--- src/rtl/apb4_mst_define.sv ---
// Shared definitions for the APB4 initiator.
//   state_e       : FSM state encoding (IDLE=0, SETUP=1, ACCESS=2, RESP=3)
//   PPROT_DEFAULT : pprot value held by the request register after reset
package apb4_mst_define;

  typedef enum logic [1:0] {
    StIdle   = 2'd0,
    StSetup  = 2'd1,
    StAccess = 2'd2,
    StResp   = 2'd3
  } state_e;

  localparam logic [2:0] PPROT_DEFAULT = 3'b000;

endpackage

--- src/rtl/register.sv ---
// Common register primitive: synchronous active-high reset, load enable.
//   i_clk  : clock
//   i_rst  : synchronous active-high reset, loads RESET_VAL
//   i_en   : load enable
//   i_d    : next value
//   o_q    : registered value
module register #(
  parameter int unsigned           WIDTH     = 1,
  parameter logic [WIDTH-1:0]      RESET_VAL = '0
) (
  input  logic             i_clk,
  input  logic             i_rst,
  input  logic             i_en,
  input  logic [WIDTH-1:0] i_d,
  output logic [WIDTH-1:0] o_q
);

  always_ff @(posedge i_clk) begin
    if (i_rst) begin
      o_q <= RESET_VAL;
    end else if (i_en) begin
      o_q <= i_d;
    end
  end

endmodule

--- src/rtl/apb4_mst.sv ---
// APB4 initiator: turns one valid/ready request into a single SETUP/ACCESS
// transfer and returns the result on a valid/ready response channel.
// One transfer outstanding at a time.
//
// Optional feature macro: APB4_MST_TIMEOUT_EN
//   When defined, ACCESS is aborted with rsp_err_o=1 after TIMEOUT_CYCLES
//   cycles with pready_i low. When undefined, ACCESS waits indefinitely.
//
// Ports:
//   clk_i, rst_i                : clock, synchronous active-high reset
//   req_valid_i / req_ready_o   : request handshake
//   req_addr_i, req_write_i,
//   req_wdata_i, req_wstrb_i,
//   req_prot_i                  : request payload
//   rsp_valid_o / rsp_ready_i   : response handshake
//   rsp_rdata_o, rsp_err_o      : response payload (rdata is 0 for writes)
//   psel_o, penable_o, pwrite_o,
//   paddr_o, pwdata_o, pstrb_o,
//   pprot_o                     : APB4 requester outputs
//   prdata_i, pready_i,
//   pslverr_i                   : APB4 responder inputs
module apb4_mst
  import apb4_mst_define::*;
#(
  parameter int unsigned ADDR_WIDTH     = 32,
  parameter int unsigned DATA_WIDTH     = 32,  // 8, 16 or 32
  parameter int unsigned TIMEOUT_CYCLES = 255
) (
  input  logic                    clk_i,
  input  logic                    rst_i,
  input  logic                    req_valid_i,
  output logic                    req_ready_o,
  input  logic [ADDR_WIDTH-1:0]   req_addr_i,
  input  logic                    req_write_i,
  input  logic [DATA_WIDTH-1:0]   req_wdata_i,
  input  logic [DATA_WIDTH/8-1:0] req_wstrb_i,
  input  logic [2:0]              req_prot_i,
  output logic                    rsp_valid_o,
  input  logic                    rsp_ready_i,
  output logic [DATA_WIDTH-1:0]   rsp_rdata_o,
  output logic                    rsp_err_o,
  output logic                    psel_o,
  output logic                    penable_o,
  output logic                    pwrite_o,
  output logic [ADDR_WIDTH-1:0]   paddr_o,
  output logic [DATA_WIDTH-1:0]   pwdata_o,
  output logic [DATA_WIDTH/8-1:0] pstrb_o,
  output logic [2:0]              pprot_o,
  input  logic [DATA_WIDTH-1:0]   prdata_i,
  input  logic                    pready_i,
  input  logic                    pslverr_i
);

  localparam int unsigned STRB_WIDTH = DATA_WIDTH / 8;

  state_e r_state;
  state_e w_state_next;

  logic                  w_accept;
  logic                  w_timeout;
  logic                  w_rsp_load;
  logic [DATA_WIDTH-1:0] w_rsp_rdata;
  logic                  w_rsp_err;
  logic [STRB_WIDTH-1:0] w_strb;

  assign w_accept   = (r_state == StIdle) && req_valid_i;
  // Normal completion has priority over a timeout in the same cycle.
  assign w_rsp_load = (r_state == StAccess) && (pready_i || w_timeout);
  assign w_rsp_rdata = (pready_i && !pwrite_o) ? prdata_i : '0;
  assign w_rsp_err   = pready_i ? pslverr_i : 1'b1;
  assign w_strb      = req_write_i ? req_wstrb_i : '0;

  // FSM
  always_ff @(posedge clk_i) begin
    if (rst_i) begin
      r_state <= StIdle;
    end else begin
      r_state <= w_state_next;
    end
  end

  always_comb begin
    w_state_next = r_state;
    unique case (r_state)
      StIdle:   if (req_valid_i) w_state_next = StSetup;
      StSetup:  w_state_next = StAccess;
      StAccess: if (pready_i || w_timeout) w_state_next = StResp;
      StResp:   if (rsp_ready_i) w_state_next = StIdle;
      default:  w_state_next = StIdle;
    endcase
  end

  assign req_ready_o = (r_state == StIdle);
  assign rsp_valid_o = (r_state == StResp);

  // psel/penable are decoded from the next state and registered, so they
  // change only on the clock edge together with the state.
  register #(.WIDTH(1)) u_psel (
    .i_clk (clk_i),
    .i_rst (rst_i),
    .i_en  (1'b1),
    .i_d   ((w_state_next == StSetup) || (w_state_next == StAccess)),
    .o_q   (psel_o)
  );

  register #(.WIDTH(1)) u_penable (
    .i_clk (clk_i),
    .i_rst (rst_i),
    .i_en  (1'b1),
    .i_d   (w_state_next == StAccess),
    .o_q   (penable_o)
  );

  // Request registers drive the APB bus directly; loaded only on accept so
  // they hold their value through IDLE and RESP.
  register #(.WIDTH(ADDR_WIDTH)) u_addr (
    .i_clk (clk_i),
    .i_rst (rst_i),
    .i_en  (w_accept),
    .i_d   (req_addr_i),
    .o_q   (paddr_o)
  );

  register #(.WIDTH(1)) u_write (
    .i_clk (clk_i),
    .i_rst (rst_i),
    .i_en  (w_accept),
    .i_d   (req_write_i),
    .o_q   (pwrite_o)
  );

  register #(.WIDTH(DATA_WIDTH)) u_wdata (
    .i_clk (clk_i),
    .i_rst (rst_i),
    .i_en  (w_accept),
    .i_d   (req_wdata_i),
    .o_q   (pwdata_o)
  );

  register #(.WIDTH(STRB_WIDTH)) u_strb (
    .i_clk (clk_i),
    .i_rst (rst_i),
    .i_en  (w_accept),
    .i_d   (w_strb),
    .o_q   (pstrb_o)
  );

  register #(.WIDTH(3), .RESET_VAL(PPROT_DEFAULT)) u_prot (
    .i_clk (clk_i),
    .i_rst (rst_i),
    .i_en  (w_accept),
    .i_d   (req_prot_i),
    .o_q   (pprot_o)
  );

  // Response registers, loaded on the completing ACCESS cycle only.
  register #(.WIDTH(DATA_WIDTH)) u_rsp_rdata (
    .i_clk (clk_i),
    .i_rst (rst_i),
    .i_en  (w_rsp_load),
    .i_d   (w_rsp_rdata),
    .o_q   (rsp_rdata_o)
  );

  register #(.WIDTH(1)) u_rsp_err (
    .i_clk (clk_i),
    .i_rst (rst_i),
    .i_en  (w_rsp_load),
    .i_d   (w_rsp_err),
    .o_q   (rsp_err_o)
  );

`ifdef APB4_MST_TIMEOUT_EN
  localparam int unsigned CNT_WIDTH = $clog2(TIMEOUT_CYCLES + 1);

  logic [CNT_WIDTH-1:0] r_to_cnt;
  logic [CNT_WIDTH-1:0] w_to_cnt_next;

  always_comb begin
    w_to_cnt_next = r_to_cnt;
    if (r_state == StSetup) begin
      w_to_cnt_next = '0;
    end else if ((r_state == StAccess) && !pready_i) begin
      w_to_cnt_next = r_to_cnt + 1'b1;
    end
  end

  always_ff @(posedge clk_i) begin
    if (rst_i) begin
      r_to_cnt <= '0;
    end else begin
      r_to_cnt <= w_to_cnt_next;
    end
  end

  // This cycle's increment would reach the limit.
  assign w_timeout = (r_state == StAccess) && !pready_i &&
                     (r_to_cnt == CNT_WIDTH'(TIMEOUT_CYCLES - 1));
`else
  logic [31:0] w_unused_timeout;
  assign w_unused_timeout = TIMEOUT_CYCLES;
  assign w_timeout        = 1'b0;
`endif

endmodule

--- config.mk ---
export PLATFORM = sky130hd
export DESIGN_NAME = apb4_mst
export DESIGN_NICKNAME = d
export VERILOG_FILES = /design/src/rtl/apb4_mst_define.sv /design/src/rtl/register.sv /design/src/rtl/apb4_mst.sv
export SDC_FILE = /design/constraint.sdc
export NUM_CORES = 1
export LEC_CHECK = 0
export CAP_MARGIN = 40
export CORE_MARGIN = 3
export CORE_UTILIZATION = 39
export CTS_CLUSTER_DIAMETER = 30
export CTS_CLUSTER_SIZE = 10
export DETAILED_ROUTE_END_ITERATION = 10
export PLACE_DENSITY_LB_ADDON = 0.08
export REMOVE_ABC_BUFFERS = 1
export SLEW_MARGIN = 40
export SYNTH_ARGS = -nofsm -noshare
export SYNTH_HDL_FRONTEND = slang
export SYNTH_SLANG_ARGS = --single-unit
--- constraint.sdc ---
create_clock -name clk_i -period 1.6 [get_ports clk_i]
set_input_delay 0.32 -clock clk_i [delete_from_list [all_inputs] [get_ports clk_i]]
set_output_delay 0.32 -clock clk_i [all_outputs]
set_load 0.02 [all_outputs]
==> results.py, run 1 <==
metrics = {
    "hold_path": {
        "hold_class": "input port to flip-flop",
        "hp-start": "rst_i",
        "hold_depth": 2,
        "hold_end": "u_psel.o_q",
    },
    "cells_and_area": {
        "area_delta_synth_final_pct": 58.7,
        "mostFrequentLayoutCell": "nand2_1",
        "layout-drive-gt1-share": 0.0522,
        "nets": 797,
        "diodes": 0,
        "mostFrequentLayoutCells": "174 x nand2_1, 108 x clkdlybuf4s50_1, 108 x dlygate4sd2_1",
    },
    "placed_design": {
        "dpl.hpwl_mm": 8.60,
        "io_buffers": 218,
        "gp_congestion": 0.753,
    },
    "routing": {
        "routed-via-count": 3930,
        "wl_per_cell_um": 14.3,
        "drt_iter0_drc": 227,
        "route.antenna.remaining_nets": 0,
        "wl_mm": 11.7,
        "drt_first_pass_iters": 4,
        "post_drt_via_cell_ratio": 4.78,
        "route.detailed.drc": 0,
    },
    "grt": {
        "use_met1": 0.221,
        "gr-max-usage-layer": "met2",
        "met3_usage": 0.0819,
        "grt_use_total": 0.201,
        "grt_first_pass_wirelength_mm": 18.4,
        "grt_antenna_before_repair": 0,
        "grt_pass1_vias": 3819,
        "gr-total-overflow": 0,
        "grt_max_degree": 47,
        "grt_util_met2": 0.340,
    },
    "setup_path": {
        "cp-end-kind": "output pin",
        "cpPeakStageDelay_ns": 0.36,
        "cp_slowest_cell": "dlygate4sd2_1",
        "worst-setup-path-type": "flip-flop to output pin",
        "r2r-end": "u_addr.o_q[19]",
        "cp_max_fo": 5,
        "ff2ff_setup_slack_ns": 0.12,
        "critPathLaunchType": "flip-flop",
        "cp.required_ns": 1.28,
        "path_depth": 2,
        "worstRegToRegCells": 5,
        "critical_path.top_delay_family": "buffers and inverters",
        "r2r-start": "r_state[0]",
        "worstPathArrival_ns": 1.20,
        "worstPathCellList": "nor2_1 -> dlygate4sd2_1",
        "crit_buf_inv": 1,
    },
    "flow_run": {
        "drv_cap": 0,
    },
    "pwr": {
        "ir_worst_vdd_mv": 0.614,
        "total_power_mw": 5.74,
        "leakage_nw": 2.76,
        "power_density_mw_per_mm2": 907,
    },
    "floorplanning": {
        "die_y_um": 107,
        "start_util": 0.404,
        "dieArea_mm2": 0.0115,
        "core_mm2": 0.00986,
        "ioPinCount": 219,
        "die_w_um": 107,
        "rows": 36,
    },
    "clock_tree": {
        "cts_inserted_buffers": 9,
        "cts_tree": "yes",
        "clock_sinks": 109,
        "root_buffer": "clkbuf_8",
        "worstSkewPairLatency_ns": 0.36,
        "clockBufferDepth": 2,
        "clk_pin_slew_ns": 0.09,
        "h-tree-depth": 3,
    },
    "timing": {
        "slew_viol_final": 0,
        "fin_crit_sh": 0.951,
        "slew-limit-headroom": 0.823,
        "rsz0062_at_grt": "false",
        "worst_pin_slew_ns": 0.266,
        "setup_viol": 0,
        "hold_viol": 0,
        "finalSetupTns_ns": 0,
        "max_freq_mhz": 657,
        "period_needed_ns": 1.52,
        "finClkSkew_ns": 0.00744,
    },
    "logic_synthesis": {
        "synth_area_mm2": 0.00399,
        "ys_warn_count": 0,
        "yosysSeqAreaShare": 0.547,
        "ys_types": 19,
        "synthTopCellsByArea": "dfxtp_1 55%, nand2_1 16%, a21oi_1 13%, nand3b_1 6.2%, buf_6 2.8%",
        "yosysTopAreaCellShare": 0.547,
        "yosys.area.top_type": "dfxtp_1",
        "synth-seq-cells": 109,
        "netlist_instances": 479,
        "syn_area_per_cell_um2": 8.33,
    },
    "run_status": {
        "status": "complete, no violations",
    },
}
[cell families (layout without fill, tap and decap cells)]
group / count (synthesis) / after routing / share of synthesized area
AO/OA/AOI/OAI: 108 / 108 / 0.138
adder cells (fa/ha/maj): 1 / 1 / 0.00314
buffers and inverters: 40 / 251 / 0.0640
flip-flops: 109 / 109 / 0.547
multiplexers: 1 / 1 / 0.00251
AND/OR/NAND/NOR: 220 / 220 / 0.245
[per-layer routing]
metal / part of all wire / up-vias / wire length [µm]
met5: 0 / - / 0
met3: 0.10 / 18 / 1200
met4: 0.022 / 0 / 263
met1: 0.40 / 1792 / 4690
met2: 0.48 / 146 / 5580
li1: - / 1974 / -
[what timing repair did]
item	4_1_cts	5_1_grt
setup endpoints to repair	109	2
gates resized for setup	111	2
hold buffers	0	0
setup buffers	0	0
cloned	0	0
endpoints found under the hold margin	0	0
[metrics by stage]
stage / worst slack, ns / area [µm²] / std cells / hold WS, ns / util
final: 0.0785 / 6330 / 823 / 0.305 / 0.642
after global routing: 0.0213 / 6330 / 823 / 0.307 / 0.642
after CTS: 0.0159 / 6330 / 823 / 0.278 / 0.642
after detailed placement: -0.216 / 6300 / 808 / 0.444 / 0.639
after global placement: -0.190 / 6300 / 808 / 0.438 / 0.639
after floorplan: -3.29 / 3740 / 440 / 0.387 / -
[layout make-up]
type	count	area (µm²)
Clock inverter	2	10.0
Multi-Input combinational cell	330	1560
Sequential cell	109	2180
Clock buffer	13	149
Inverter	1	3.75
Fill cell	903	3530
Tap cell	133	166
Timing Repair Buffer	235	2260
[how the worst max path moves through the flow]
stage | startpoint | endpoint | slack, ns
2_1_floorplan | r_state[1] | u_psel.o_q | -3.29
3_3_place_gp | req_valid_i | u_wdata.o_q[29] | -0.19
3_5_place_dp | req_valid_i | u_addr.o_q[19] | -0.22
4_1_cts | r_state[1] | req_ready_o | 0.02
5_1_grt | r_state[1] | req_ready_o | 0.02
6_report | r_state[1] | req_ready_o | 0.08
[Yosys cell counts]
cell	instances
nand3b_1	33
nor3b_1	1
inv_1	1
buf_4	6
dfxtp_1	109
o2bb2ai_2	1
buf_6	10
nand2_1	174
and3b_1	1
ha_1	1
buf_2	6
nand3_1	4
and2_1	1
clkbuf_1	17
nor2b_1	3
mux2i_1	1
a21oi_1	107
nor2_1	2
or3b_1	1
[registers in the layout, summed over array words and instances, names as in the netlist]
register	count
u_addr.o_q	32
u_rsp_rdata.o_q	32
u_wdata.o_q	32
u_strb.o_q	4
u_prot.o_q	3
r_state	2
u_penable.o_q	1
u_psel.o_q	1
u_rsp_err.o_q	1
u_write.o_q	1
[power breakdown]
group / leakage [nW] / internal (mW) / switching, mW / total (mW)
Sequential: 0.891 / 2.89 / 0.0811 / 2.97
Clock: 0.0833 / 0.600 / 0.868 / 1.47
Combinational: 1.79 / 0.619 / 0.686 / 1.31
Total: 2.76 / 4.11 / 1.63 / 5.74
Power figures use the tool's default switching activity.
==> run 2: changes to the inputs <==
--- a/config.mk
+++ b/config.mk
@@ -7,7 +7,7 @@
 export LEC_CHECK = 0
 export CAP_MARGIN = 40
 export CORE_MARGIN = 3
-export CORE_UTILIZATION = 39
+export CORE_UTILIZATION = 35
 export CTS_CLUSTER_DIAMETER = 30
 export CTS_CLUSTER_SIZE = 10
 export DETAILED_ROUTE_END_ITERATION = 10
==> constraint.sdc (replaced) <==
create_clock -name clk_i -period 1.2 [get_ports clk_i]
set_input_delay 0.24 -clock clk_i [delete_from_list [all_inputs] [get_ports clk_i]]
set_output_delay 0.24 -clock clk_i [all_outputs]
set_load 0.02 [all_outputs]
==> run 2 against run 1 <==
The flow now finishes with violations (negative setup slack). Sequential power rose by 34%. Clock skew barely moved. Count of clock-buffer cells in the layout fell by 3. Register-to-register slack got worse by 0.30 ns. Routed wire length rose by 17%. Design area rose by 5.3%. Total power rose by 59%. Non-clock buffer count rose by 13. Worst setup slack got worse by 0.26 ns. Global-route usage barely moved. Via count rose by 3.5%. Largest power group unchanged. Highest routed layer unchanged.
==> results.py, run 2 (synthesis gave the netlist of run 1 again) <==
metrics = {
    "run_status": {
        "status": "complete, but fails checks",
        "violations": "negative setup slack",
    },
    "routing": {
        "wl_per_cell_um": 16.3,
        "drt_first_pass_iters": 5,
        "wl_mm": 13.7,
        "route.detailed.drc": 0,
        "drt_iter0_drc": 164,
        "routed-via-count": 4067,
        "post_drt_via_cell_ratio": 4.83,
        "route.antenna.remaining_nets": 0,
    },
    "grt": {
        "grt_antenna_before_repair": 0,
        "grt_use_total": 0.201,
        "gr-total-overflow": 0,
        "grt_first_pass_wirelength_mm": 20.4,
        "grt_pass1_vias": 3988,
        "grt_max_degree": 34,
    },
    "clock_tree": {
        "h-tree-depth": 3,
        "root_buffer": "clkbuf_16",
        "cts_inserted_buffers": 9,
        "clockBufferDepth": 2,
        "worstSkewPairLatency_ns": 0.34,
        "cts_hold_buffers": 0,
        "clk_pin_slew_ns": 0.07,
        "cts_tree": "yes",
        "clock_sinks": 109,
    },
    "setup_path": {
        "critPathLaunchType": "flip-flop",
        "cp.required_ns": 1.42,
        "cp_max_fo": 13,
        "ff2ff_setup_slack_ns": -0.18,
        "r2r-start": "r_state[1]",
        "worst-setup-path-type": "flip-flop to flip-flop",
        "worstRegToRegCells": 4,
        "cp-end-kind": "flip-flop",
        "r2r-end": "u_wdata.o_q[3]",
        "worstPathArrival_ns": 1.60,
    },
    "flow_run": {
        "drv_cap": 0,
    },
    "floorplanning": {
        "ioPinCount": 219,
        "start_util": 0.363,
        "dieArea_mm2": 0.0127,
        "die_y_um": 113,
        "die_w_um": 113,
        "rows": 38,
        "core_mm2": 0.0110,
    },
    "timing": {
        "slew_viol_final": 0,
        "setup_slack_ns": -0.181,
        "max_freq_mhz": 724,
        "setup_viol": 110,
        "hold_viol": 0,
        "slew-limit-headroom": 0.788,
        "worst_pin_slew_ns": 0.318,
        "finalSetupTns_ns": -14.13,
        "rsz0062_at_grt": "true",
        "fin_crit_sh": 1.15,
        "period_needed_ns": 1.38,
        "holdWs_ns": 0.277,
        "finClkSkew_ns": 0.00765,
    },
    "pwr": {
        "ir_worst_vdd_mv": 0.906,
        "power_density_mw_per_mm2": 1370,
        "leakage_nw": 2.72,
    },
    "hold_path": {
        "hold_depth": 2,
        "hold_class": "input port to flip-flop",
        "hold_end": "u_psel.o_q",
        "hp-start": "rst_i",
    },
    "cells_and_area": {
        "area_delta_synth_final_pct": 67.2,
        "layout-drive-gt1-share": 0.301,
        "nets": 810,
        "mostFrequentLayoutCell": "nand2_1",
        "top_regs": "u_addr.o_q: 32 flops, u_rsp_rdata.o_q: 32 flops, u_wdata.o_q: 32 flops",
        "diodes": 0,
        "mostFrequentLayoutCells": "153 x nand2_1, 107 x clkdlybuf4s50_1, 105 x dfxtp_1",
        "fin_util": 0.607,
        "final_cell_area_mm2": 0.00667,
    },
    "placed_design": {
        "gp_congestion": 0.768,
        "io_buffers": 218,
        "postPlaceCellArea_mm2": 0.00633,
        "dpl.hpwl_mm": 8.57,
    },
}
[run 2: changes by cell type in the layout (fill, tap and decap cells not counted), sizes merged, moves of 2 or more]
cell	previous run	this run
dlygate4sd2	108	1
clkdlybuf4s15	1	19
bufinv	0	2
clkinvlp	0	2
clkinv	2	0
buf	18	119
[run 2: where the power goes]
group,internal [mW],switching [mW],total (mW),leakage [nW]
clock network,1.81,1.26,3.07,0.141
logic,0.987,1.07,2.06,1.68
registers,3.85,0.132,3.98,0.893
[run 2: timing repair]
action                                  4_1_cts  5_1_grt
endpoints found under the setup margin      216      182
resized for setup                           373      137
buffers inserted                              7        0
cloned                                        7        3
pin swaps                                    36       22
[run 2: layout make-up]
type / instances / area, µm²
Tap cell: 140 / 175
Timing Repair Buffer: 248 / 2230
Clock inverter: 4 / 75.1
Multi-Input combinational cell: 330 / 1760
Fill cell: 1008 / 4320
Inverter: 1 / 3.75
Sequential cell: 109 / 2190
Clock buffer: 10 / 229
[run 2: worst max-delay path by stage]
stage | to | depth (start not counted) | slack (ns) | start
6_report | u_wdata.o_q[3] | 4 | -0.18 | r_state[1]
5_1_grt | u_wdata.o_q[3] | 4 | -0.23 | r_state[1]
4_1_cts | u_psel.o_q | 6 | -0.15 | r_state[0]
3_5_place_dp | u_addr.o_q[12] | 5 | -0.53 | req_valid_i
3_3_place_gp | u_addr.o_q[7] | 5 | -0.52 | req_valid_i
2_1_floorplan | u_psel.o_q | 4 | -3.69 | r_state[1]
[run 2: per-stage QoR]
stage | instances | total power [mW] | setup WS (ns)
finish | 842 | 9.11 | -0.181
CTS | 843 | 9.21 | -0.153
detailed placement | 816 | 5.99 | -0.534
global placement | 816 | 5.96 | -0.515
global route | 842 | 9.52 | -0.232
floorplan | 440 | 4.82 | -3.69
[run 2: routing by layer]
layer / track usage / wire [µm] / vias to the layer above
li1: - / - / 2000
met1: 0.235 / 5610 / 1912
met2: 0.345 / 6720 / 144
met3: 0.0813 / 1250 / 11
met4: 0.0489 / 146 / 0
met5: 0 / 0 / -
[run 2: critical path, cell delays in order, from the launching register on]
cell       delay [ns]
dfxtp_4          0.36
or3b_4           0.54
clkbuf_16        0.23
nand2_1          0.07
a21oi_1          0.07
